<file path="src/rtl/mdu_div_pkg.sv">
// Shared encodings and constants for the EX-stage divider.
package mdu_div_pkg;

    localparam int              RegBus   = 32;
    localparam logic [RegBus-1:0] ZeroWord = '0;

    localparam logic DivResultReady    = 1'b1;
    localparam logic DivResultNotReady = 1'b0;
    localparam logic DivStart          = 1'b1;
    localparam logic DivStop           = 1'b0;

    typedef enum logic [1:0] {
        DIV_IDLE    = 2'b00,
        DIV_DIVZERO = 2'b01,
        DIV_RUN     = 2'b10,
        DIV_DONE    = 2'b11
    } div_state_t;

endpackage

</file>
<file path="src/rtl/mdu_div_if.sv">
// Request/result bundle between the EX-stage controller (master) and the divider (slave).
interface mdu_div_if #(
    parameter int WIDTH = 32
);
    logic             start;
    logic             annul;
    logic             signed_div;
    logic [WIDTH-1:0] opdata1;
    logic [WIDTH-1:0] opdata2;
    logic [WIDTH-1:0] result_hi;
    logic [WIDTH-1:0] result_lo;
    logic             ready;
    logic             busy;

    modport master (
        output start, annul, signed_div, opdata1, opdata2,
        input  result_hi, result_lo, ready, busy
    );

    modport slave (
        input  start, annul, signed_div, opdata1, opdata2,
        output result_hi, result_lo, ready, busy
    );
endinterface

</file>
<file path="src/rtl/mdu_div_step.sv">
// One restoring-division step: shift in a dividend bit, trial-subtract, keep or restore.
// Purely combinational; no latency, no flow control.
module div_step #(
    parameter int WIDTH = 32
) (
    input  logic [WIDTH-1:0] rem_in,
    input  logic [WIDTH-1:0] divisor,
    input  logic             dvd_bit,
    output logic [WIDTH-1:0] rem_out,
    output logic             q_bit
);
    // The shifted remainder needs one extra bit before the subtract brings it back in range.
    logic [WIDTH:0] shifted;

    assign shifted = {rem_in, dvd_bit};
    assign q_bit   = (shifted >= {1'b0, divisor});
    assign rem_out = q_bit ? WIDTH'(shifted - {1'b0, divisor}) : shifted[WIDTH-1:0];
endmodule

</file>
<file path="src/rtl/mdu_div.sv">
// Radix-2 restoring divider for DIV/DIVU; remainder -> HI, quotient -> LO.
// Latency WIDTH+2 edges (2 on divide-by-zero); results held while start stays high in DONE.
module mdu_div
    import mdu_div_pkg::*;
#(
    parameter int WIDTH = 32,
    parameter int CNT_W = 6
) (
    input  logic       clk,
    input  logic       reset,
    mdu_div_if.slave   bus
);
    div_state_t       state, state_nxt;
    logic [WIDTH-1:0] rem, rem_nxt;
    logic [WIDTH-1:0] dq;
    logic [WIDTH-1:0] dvs;
    logic [CNT_W-1:0] cnt;
    logic             neg_q, neg_r;
    logic             q_bit;
    logic             busy_int;
    logic [WIDTH-1:0] result_hi, result_lo;

    logic             req;
    logic             run_last;
    logic [WIDTH-1:0] abs_a, abs_b;

    assign req      = (bus.start == DivStart) && !bus.annul;
    assign run_last = (cnt == CNT_W'(WIDTH));
    // Negating the most negative value wraps to itself, which is the correct unsigned magnitude.
    assign abs_a = (bus.signed_div && bus.opdata1[WIDTH-1]) ? -bus.opdata1 : bus.opdata1;
    assign abs_b = (bus.signed_div && bus.opdata2[WIDTH-1]) ? -bus.opdata2 : bus.opdata2;

    // dq holds the remaining dividend bits at the top and collects quotient bits at the bottom.
    div_step #(.WIDTH(WIDTH)) u_step (
        .rem_in  (rem),
        .divisor (dvs),
        .dvd_bit (dq[WIDTH-1]),
        .rem_out (rem_nxt),
        .q_bit   (q_bit)
    );

    always_comb begin
        state_nxt = state;
        busy_int  = 1'b0;
        case (state)
            DIV_IDLE: begin
                if (req) begin
                    busy_int  = 1'b1;
                    state_nxt = (bus.opdata2 == '0) ? DIV_DIVZERO : DIV_RUN;
                end
            end
            DIV_DIVZERO: begin
                busy_int  = 1'b1;
                state_nxt = bus.annul ? DIV_IDLE : DIV_DONE;
            end
            DIV_RUN: begin
                busy_int = 1'b1;
                if (bus.annul) begin
                    state_nxt = DIV_IDLE;
                end else if (run_last) begin
                    state_nxt = DIV_DONE;
                end
            end
            DIV_DONE: begin
                if (!req) begin
                    state_nxt = DIV_IDLE;
                end
            end
            default: state_nxt = DIV_IDLE;
        endcase
    end

    always_ff @(posedge clk or posedge reset) begin
        if (reset) begin
            state     <= DIV_IDLE;
            rem       <= '0;
            dq        <= '0;
            dvs       <= '0;
            cnt       <= '0;
            neg_q     <= 1'b0;
            neg_r     <= 1'b0;
            result_hi <= '0;
            result_lo <= '0;
        end else begin
            state <= state_nxt;
            case (state)
                DIV_IDLE: begin
                    if (req && (bus.opdata2 != '0)) begin
                        dq    <= abs_a;
                        dvs   <= abs_b;
                        rem   <= '0;
                        cnt   <= '0;
                        neg_q <= bus.signed_div && (bus.opdata1[WIDTH-1] ^ bus.opdata2[WIDTH-1]);
                        neg_r <= bus.signed_div && bus.opdata1[WIDTH-1];
                    end
                end
                DIV_DIVZERO: begin
                    result_hi <= '0;
                    result_lo <= '0;
                end
                DIV_RUN: begin
                    if (bus.annul) begin
                        result_hi <= '0;
                        result_lo <= '0;
                    end else if (!run_last) begin
                        rem <= rem_nxt;
                        dq  <= {dq[WIDTH-2:0], q_bit};
                        cnt <= cnt + 1'b1;
                    end else begin
                        // Quotient truncates toward zero; remainder takes the dividend's sign.
                        result_lo <= neg_q ? -dq  : dq;
                        result_hi <= neg_r ? -rem : rem;
                    end
                end
                DIV_DONE: begin
                    if (!req) begin
                        result_hi <= '0;
                        result_lo <= '0;
                    end
                end
                default: ;
            endcase
        end
    end

    assign bus.result_hi = result_hi;
    assign bus.result_lo = result_lo;
    assign bus.ready     = (state == DIV_DONE) ? DivResultReady : DivResultNotReady;
    assign bus.busy      = busy_int && !reset;
endmodule

</file>
<file path="src/flat_wrapper.sv">
// flat-port wrapper written by rule: the top's interface ports become plain ports
module mdu_div_flat import mdu_div_pkg::*;
#(
    parameter int WIDTH = 32,
    parameter int CNT_W = 6
)
  (clk, reset, bus_start, bus_annul, bus_signed_div, bus_opdata1, bus_opdata2, bus_result_hi, bus_result_lo, bus_ready, bus_busy);
  mdu_div_if #(.WIDTH(WIDTH)) bus_i ();
  input  logic clk;
  input  logic reset;
  input wire logic [$bits(bus_i.start)-1:0] bus_start;
  input wire logic [$bits(bus_i.annul)-1:0] bus_annul;
  input wire logic [$bits(bus_i.signed_div)-1:0] bus_signed_div;
  input wire logic [$bits(bus_i.opdata1)-1:0] bus_opdata1;
  input wire logic [$bits(bus_i.opdata2)-1:0] bus_opdata2;
  output wire logic [$bits(bus_i.result_hi)-1:0] bus_result_hi;
  output wire logic [$bits(bus_i.result_lo)-1:0] bus_result_lo;
  output wire logic [$bits(bus_i.ready)-1:0] bus_ready;
  output wire logic [$bits(bus_i.busy)-1:0] bus_busy;
  assign bus_i.start = bus_start;
  assign bus_i.annul = bus_annul;
  assign bus_i.signed_div = bus_signed_div;
  assign bus_i.opdata1 = bus_opdata1;
  assign bus_i.opdata2 = bus_opdata2;
  assign bus_result_hi = bus_i.result_hi;
  assign bus_result_lo = bus_i.result_lo;
  assign bus_ready = bus_i.ready;
  assign bus_busy = bus_i.busy;
  mdu_div #(.WIDTH(WIDTH), .CNT_W(CNT_W)) u_core (.clk(clk), .reset(reset), .bus(bus_i));
endmodule
</file>
<file path="config.mk">
export PLATFORM = sky130hd
export DESIGN_NAME = mdu_div_flat
export DESIGN_NICKNAME = d
export VERILOG_FILES = /design/src/rtl/mdu_div_pkg.sv /design/src/rtl/mdu_div_if.sv /design/src/rtl/mdu_div_step.sv /design/src/rtl/mdu_div.sv /design/src/flat_wrapper.sv
export SDC_FILE = /design/constraint.sdc
export NUM_CORES = 1
export LEC_CHECK = 0
export ABC_AREA = 1
export ABC_CLOCK_PERIOD_IN_PS = 20200
export BUFFER_PORTS_ARGS = -buffer_cell sky130_fd_sc_hd__buf_4
export CORE_AREA = 4 4 154 156
export DETAILED_ROUTE_END_ITERATION = 8
export DIE_AREA = 0 0 158 160
export GPL_TIMING_DRIVEN = 0
export HOLD_SLACK_MARGIN = 0.03
export PLACE_DENSITY = 0.8
export SYNTH_ARGS = -nofsm -noshare
export SYNTH_HDL_FRONTEND = slang
export SYNTH_SLANG_ARGS = --single-unit
</file>
<file path="constraint.sdc">
create_clock -name clk -period 20.2 [get_ports clk]
set_clock_uncertainty 0.05 [all_clocks]
set_input_delay 6.06 -clock clk [delete_from_list [all_inputs] [get_ports clk]]
set_output_delay 6.06 -clock clk [all_outputs]
set_load 0.02 [all_outputs]
</file>
==> results of run 1 <==
-- flip-flops by register name, summed over array words and instances, names as in the netlist, 2 cells and up --
register              cells
u_core.bus.result_hi     32
u_core.bus.result_lo     32
u_core.dq                32
u_core.dvs               32
u_core.rem               32
u_core.cnt                6
u_core.state              2
-- synthesized netlist by cell type (all sizes together) --
library cell	count
nand3	201
a32o	1
or2	2
inv	297
buf	37
o21a	1
a22oi	3
nor2	198
nand4	32
and3	2
nand2	715
a22o	6
o31ai	9
o21bai	4
fa	1
clkinv	2
o211ai	12
a31oi	2
o22ai	1
nor3	18
xor2	55
a211oi	1
xnor2	20
ha	41
nor4	3
clkbuf	21
dfrtp	170
and2	3
o21ai	149
a21oi	50
nand3b	11
-- worst max path at each step --
stage	from	endpoint	slack, ps	depth (start not counted)
after detailed placement	bus_annul	bus_busy	6960	7
after CTS	bus_annul	bus_busy	6940	7
after floorplan	bus_annul	bus_busy	7180	5
after global routing	bus_annul	bus_busy	6820	7
after global placement	bus_annul	bus_busy	6940	7
final	bus_annul	bus_busy	6890	7
-- area by class of cell --
| cell class | instances | area, um^2 | area share, % |
|---|---|---|---|
| plain buffers | 58 | 328 | 2.16 |
| clock buffers | 18 | 429 | 2.82 |
| clock inverters | 13 | 159 | 1.05 |
| inverters | 299 | 1130 | 7.45 |
| multi-input cells | 1541 | 7510 | 49.4 |
| flip-flops and latches | 170 | 4250 | 28.0 |
| well taps | 285 | 357 | 2.35 |
| repair buffers | 135 | 1030 | 6.80 |
-- power breakdown --
| group | total, mW | internal [mW] | switching [mW] |
|---|---|---|---|
| Combinational | 2.09 | 0.679 | 1.41 |
| Sequential | 0.641 | 0.480 | 0.161 |
| Clock | 0.332 | 0.185 | 0.147 |
-- per-layer routing --
metal	global-route usage, %	routed length, um
met5	0	0
met4	10.7	1250
met3	7.45	4320
met1	47.6	18500
met2	52.6	19000
-- cells by family after synthesis --
family                   count (synthesis)  share of synthesized area [%]
AO/OA/AOI/OAI                          239                           10.0
AND/OR/NAND/NOR                       1185                           37.8
flip-flops                             170                           32.2
XOR/XNOR                                75                           4.97
adder cells (fa/ha/maj)                 42                           4.03
buffers and inverters                  357                           11.0
-- stage by stage --
stage	hold WS [ps]	total power [mW]	utilization [%]	setup slack, ps
5_1_grt	462	3.32	68.0	6820
4_1_cts	438	3.01	68.0	6940
3_5_place_dp	419	2.67	65.3	6960
2_1_floorplan	399	2.06	-	7180
3_3_place_gp	414	2.62	65.2	6940
6_report	434	3.06	68.0	6890
-- worst max-delay path, stage by stage --
cell      delay, ps
buf_4           130
inv_1           250
nand2_1          90
inv_1           100
nand2_1          90
a211oi_1        270
buf_4           200
==> out/results.tsv, run 1 <==
stage	metric	value	unit
timing	relSlewSlack	54.2	%
clock_tree	cts_tree	built	
synth	yosys_warnings	0	
synth	synth_area	0.0132	mm^2
synth	postSynthCellCount	2068	
power	p_leak	8.28	nW
cells_and_area	area_delta_synth_final	15.0	%
clock_tree	cts_made_buffers	17	
critical_path	r2r_start	u_core.rem[19]	
grt	grtUsageTotal	34.0	%
clock_tree	cts_setup_buffers	0	
cells_and_area	fin_area	0.0152	mm^2
drt	ant_nets	0	
clock_tree	clock_path_buffers	2	
floorplanning	io_pins	135	
timing	hold_viol	0	
floorplanning	rows	55	
hold_path	hp-class	reg -> reg	
placed_design	hpwl	35.1	mm
placed_design	place_area	0.0146	mm^2
drt	drc	0	
power	vdd_drop_max	0.0997	mV
cells_and_area	nets	2333	
cells_and_area	fill_cells	2074	
grt	grt_pass1_vias	13300	
placed_design	globalplace.congestion	0.999	
critical_path	worstPathRequired	14090	ps
outcome	status	completed	
drt	drt-total-wl	43.1	mm
synth	synthesis.nets	2179	
timing	final.min_clock_period	13310	ps
timing	final_max_slew_viol_count	0	
drt	vias	14100	
placed_design	port_buffers	134	
clock_tree	cts.repair.resized	0	
synth	ys_ff_latch	170	
drt	avgViaCountPerCell	5.59	
timing	finalCritPeriodShare	65.9	%
flow_run	cap_violations	0	
critical_path	arrival	7200	ps
timing	rsz0062_at_grt	false	
placed_design	dp_cells	2488	
critical_path	worstRegToRegCells	13	
critical_path	endpoint_kind	primary output	
clock_tree	htree_levels	4	
grt	grt_antenna_before_repair	0	
synth	avgSynthCellArea	6.39	um^2
synth	seq_area_frac_synth	32.2	%
drt	first_pass_iters	6	
critical_path	crit_fanout	5	
power	power_density	201	mW/mm^2
grt	grt_max_degree	136	
clock_tree	clkSinkCount	170	
critical_path	r2r_slack	17400	ps
timing	fin_tns_setup	0	ps
hold_path	min_from	u_core.bus.result_lo[15]	
timing	fmax	75.2	MHz
cells_and_area	num_antenna_cells	0	
timing	setup_viol	0	
clock_tree	cts_root_buf	clkbuf_16	
clock_tree	hold_buffers	0	
timing	worstMarginPinSlew	687	ps
drt	drtIter0Drc	1353	
cells_and_area	layout_commonest_cell	nand2_1	
synth	ys_top_cells_by_area	dfrtp_1 32%, nand2_1 20%, inv_1 8.3%	
cells_and_area	final_cell_mix	710 x nand2_1, 292 x inv_1, 200 x nand3_1	
floorplanning	core	0.0224	mm^2
synth	synth_top_area_share	32.2	%
drt	wl_per_cell	17.1	um
hold_path	holdPathEnd	u_core.bus.result_lo[15]	
cells_and_area	fin_cells	2519	
clock_tree	cts.clk_slew.worst_paths	70	ps
critical_path	reg2reg_to	u_core.rem[28]	
floorplanning	die_w	158	um
clock_tree	insertion_delay	440	ps
cells_and_area	drive_gt1_share	10.3	%
critical_path	critical_path_class	in -> out	
grt	grt_pass1_wl	68.4	mm
grt	grt_overflow	0	
hold_path	whs_path_depth	2	
floorplanning	die_h	160	um
critical_path	start_kind	input port	
floorplanning	die-area	0.0253	mm^2
synth	ys_types	50	
synth	synth_largest_area_cell	dfrtp_1	
floorplanning	start_util	59.1	%
No activity file was read; power rests on OpenSTA's default activity.
==> run 2: changes to the inputs <==
--- a/config.mk
+++ b/config.mk
@@ -5,15 +5,15 @@
 export SDC_FILE = /design/constraint.sdc
 export NUM_CORES = 1
 export LEC_CHECK = 0
-export ABC_AREA = 1
-export ABC_CLOCK_PERIOD_IN_PS = 20200
+export ABC_AREA = 0
+export ABC_CLOCK_PERIOD_IN_PS = 11200
 export BUFFER_PORTS_ARGS = -buffer_cell sky130_fd_sc_hd__buf_4
-export CORE_AREA = 4 4 154 156
+export CORE_AREA = 4 4 150 152
 export DETAILED_ROUTE_END_ITERATION = 8
-export DIE_AREA = 0 0 158 160
+export DIE_AREA = 0 0 154 156
 export GPL_TIMING_DRIVEN = 0
 export HOLD_SLACK_MARGIN = 0.03
-export PLACE_DENSITY = 0.8
+export PLACE_DENSITY = 0.77
 export SYNTH_ARGS = -nofsm -noshare
 export SYNTH_HDL_FRONTEND = slang
 export SYNTH_SLANG_ARGS = --single-unit
==> constraint.sdc (replaced) <==
create_clock -name clk -period 11.2 [get_ports clk]
set_clock_uncertainty 0.05 [all_clocks]
set_input_delay 3.36 -clock clk [delete_from_list [all_inputs] [get_ports clk]]
set_output_delay 3.36 -clock clk [all_outputs]
set_load 0.02 [all_outputs]
==> run 2 against run 1 <==
Compared with the run above:
- wire length decreased by 29%
- critical endpoint unchanged
- global-route usage fell by 8.7 points
- register-to-register slack worse by 10000 ps
- critical path depth decreased by 1
- clock-buffer cell count decreased by 1
- sequential power increased by 75%
- via count shrank 26%
==> out/results.tsv, run 2 <==
stage	metric	value	unit
drt	drc	0	
power	finalPower	3.84	mW
critical_path	r2r_start	u_core.rem[7]	
grt	grt_overflow	0	
synth	ys_types	62	
synth	seq_area_frac_synth	37.8	%
critical_path	cpLargestDelayFamily	buffers and inverters	
synth	postSynthCellCount	1370	
critical_path	crit_chain	buf_4 > inv_1 > nor2_1 > a21oi_1 > nor3_1 > buf_4	
cells_and_area	area_delta_synth_final	17.5	%
power	p_leak	6.05	nW
critical_path	crit_buf_inv	3	
critical_path	crit_top_cell	buf_4	
synth	ys_async_sr_fraction	100	%
critical_path	crit_end	bus_busy	
floorplanning	die-area	0.0240	mm^2
clock_tree	cts_made_buffers	17	
timing	fmax	134	MHz
synth	ys_top_cells_by_area	dfrtp_1 38%, o21ai_0 8.5%, nand2_1 6.6%	
drt	first_pass_iters	5	
timing	fin_tns_setup	0	ps
drt	vias	10400	
cells_and_area	fill_cells	1806	
clock_tree	hold_buffers	0	
cells_and_area	final_cell_mix	199 x nand2_1, 190 x o21ai_0, 170 x dfrtp_1	
flow_run	cap_violations	0	
clock_tree	cts_setup_buffers	0	
placed_design	hpwl	23.9	mm
power	power_density	291	mW/mm^2
power	vdd_drop_max	0.116	mV
floorplanning	die_h	156	um
clock_tree	cts.clk_slew.worst_paths	70	ps
cells_and_area	drive_gt1_share	12.4	%
timing	setup_viol	0	
critical_path	crit_fanout	3	
synth	synth_area	0.0112	mm^2
clock_tree	cts_root_buf	clkbuf_16	
cells_and_area	fin_area	0.0132	mm^2
floorplanning	core	0.0210	mm^2
cells_and_area	num_antenna_cells	0	
grt	grt_pass1_wl	49.7	mm
timing	relSlewSlack	44.4	%
hold_path	hp-class	reg -> reg	
floorplanning	die_w	154	um
synth	synth_edf_count	0	
critical_path	cp_num_cells	6	
drt	drt-total-wl	30.5	mm
clock_tree	clock_path_buffers	2	
synth	yosys_warnings	0	
critical_path	critical_path_class	in -> out	
grt	grt_max_degree	129	
placed_design	globalplace.congestion	0.942	
critical_path	worstRegToRegCells	11	
timing	final.min_clock_period	7450	ps
grt	grtUsageTotal	25.3	%
critical_path	max_stage_delay	170	ps
synth	synth_top_area_share	37.8	%
drt	avgViaCountPerCell	5.72	
critical_path	start_kind	input port	
grt	grt_pass1_vias	9820	
synth	avgSynthCellArea	8.20	um^2
synth	synth.most_common_cell	nand2_1	
drt	wl_per_cell	16.8	um
clock_tree	insertion_delay	430	ps
floorplanning	start_util	53.5	%
timing	finalCritPeriodShare	66.5	%
cells_and_area	final_util	62.8	%
timing	final_max_slew_viol_count	0	
drt	ant_nets	0	
grt	grt_antenna_before_repair	0	
synth	synthFlopType	dfrtp_1	
timing	worstMarginPinSlew	820	ps
synth	synth_largest_area_cell	dfrtp_1	
clock_tree	cts_tree	built	
drt	drtIter0Drc	918	
critical_path	arrival	4040	ps
clock_tree	htree_levels	4	
critical_path	slowest_stage	buf_4	
placed_design	place_area	0.0126	mm^2
critical_path	endpoint_kind	primary output	
cells_and_area	nets	1635	
outcome	status	completed	
critical_path	r2r_slack	7210	ps
timing	hold_viol	0	
floorplanning	io_pins	135	
synth	synth_common_cells	199 x nand2_1, 190 x o21ai_0, 170 x dfrtp_1	
critical_path	worstPathRequired	7790	ps
clock_tree	cts.repair.resized	0	
timing	rsz0062_at_grt	false	
cells_and_area	layout_commonest_cell	nand2_1	
critical_path	reg2reg_to	u_core.rem[23]	
placed_design	port_buffers	134	
synth	synthesis.nets	1481	
synth	ys_ff_latch	170	
critical_path	cp-startpoint	bus_start	
clock_tree	clkSinkCount	170	
floorplanning	rows	53	
==> run 2: cell count changes in the layout (fill, tap and decap cells not counted), moves of 17 or more <==
| cell | before | now |
|---|---|---|
| o21ai_0 | 135 | 190 |
| nand2_1 | 710 | 199 |
| a21o_1 | 0 | 18 |
| o31ai_1 | 9 | 26 |
| nor2_1 | 185 | 93 |
| clkbuf_1 | 22 | 51 |
| inv_1 | 292 | 66 |
| mux2i_1 | 0 | 26 |
| nand4_1 | 31 | 9 |
| a21oi_1 | 49 | 125 |
| nand3_1 | 200 | 15 |
| or3_1 | 0 | 18 |
| xnor2_1 | 20 | 57 |
| xor2_1 | 55 | 85 |
==> run 2: worst min path at each step <==
stage | start | endpoint | slack [ps] | cells after the start
2_1_floorplan | u_core.dvs[10] | u_core.dvs[10] | 400 | 2
4_1_cts | u_core.dvs[31] | u_core.dvs[31] | 440 | 2
3_3_place_gp | u_core.bus.result_lo[12] | u_core.bus.result_lo[12] | 410 | 2
5_1_grt | u_core.bus.result_lo[9] | u_core.bus.result_lo[9] | 470 | 2
3_5_place_dp | u_core.dvs[31] | u_core.dvs[31] | 420 | 2
6_report | u_core.bus.result_lo[10] | u_core.bus.result_lo[10] | 430 | 2
==> run 2: layer usage <==
layer  up-vias  global-route usage [%]  share of wire [%]
li1       5092                       -                  -
met1      4845                    34.6                 45
met2       385                    40.8                 46
met3        43                    5.08                7.1
met4         0                    7.78                2.0
met5         -                       0                  0
==> run 2: power by group <==
group	switching (mW)	internal (mW)	total, mW
clock network	0.269	0.315	0.584
registers	0.256	0.863	1.12
logic	1.34	0.792	2.14
total	1.87	1.97	3.84
==> run 2: kinds of logic after synthesis <==
logic type               count (synthesis)  share of synthesized area, %
AO/OA/AOI/OAI                          431                          22.1
XOR/XNOR                               142                          11.1
adder cells (fa/ha/maj)                 42                          4.74
buffers and inverters                  137                          4.71
flip-flops                             170                          37.8
multiplexers                            27                          2.42
AND/OR/NAND/NOR                        421                          17.1
==> run 2: worst min-delay path, delay by kind of cell (launching register included) <==
kind,cells,cell delay [ps]
AOI/OAI and AO/OA,1,50
and+or+nand+nor,1,40
DFF,1,340
==> run 2: cell type report <==
cell class | count | area (um^2) | area share [%]
Multi-Input combinational cell | 1063 | 6460 | 48.9
Sequential cell | 170 | 4250 | 32.2
Timing Repair Buffer | 135 | 1030 | 7.83
Clock buffer | 17 | 425 | 3.22
Tap cell | 275 | 344 | 2.61
Buffer | 70 | 278 | 2.10
Inverter | 67 | 259 | 1.96
Clock inverter | 15 | 155 | 1.17
==> run 2: through the flow <==
step	worst slack [ps]	hold WS, ps	std cells
3_3_place_gp	1340	413	1779
5_1_grt	3690	470	1812
3_5_place_dp	3770	422	1780
2_1_floorplan	3190	400	1370
6_report	3750	428	1812
4_1_cts	3750	437	1812
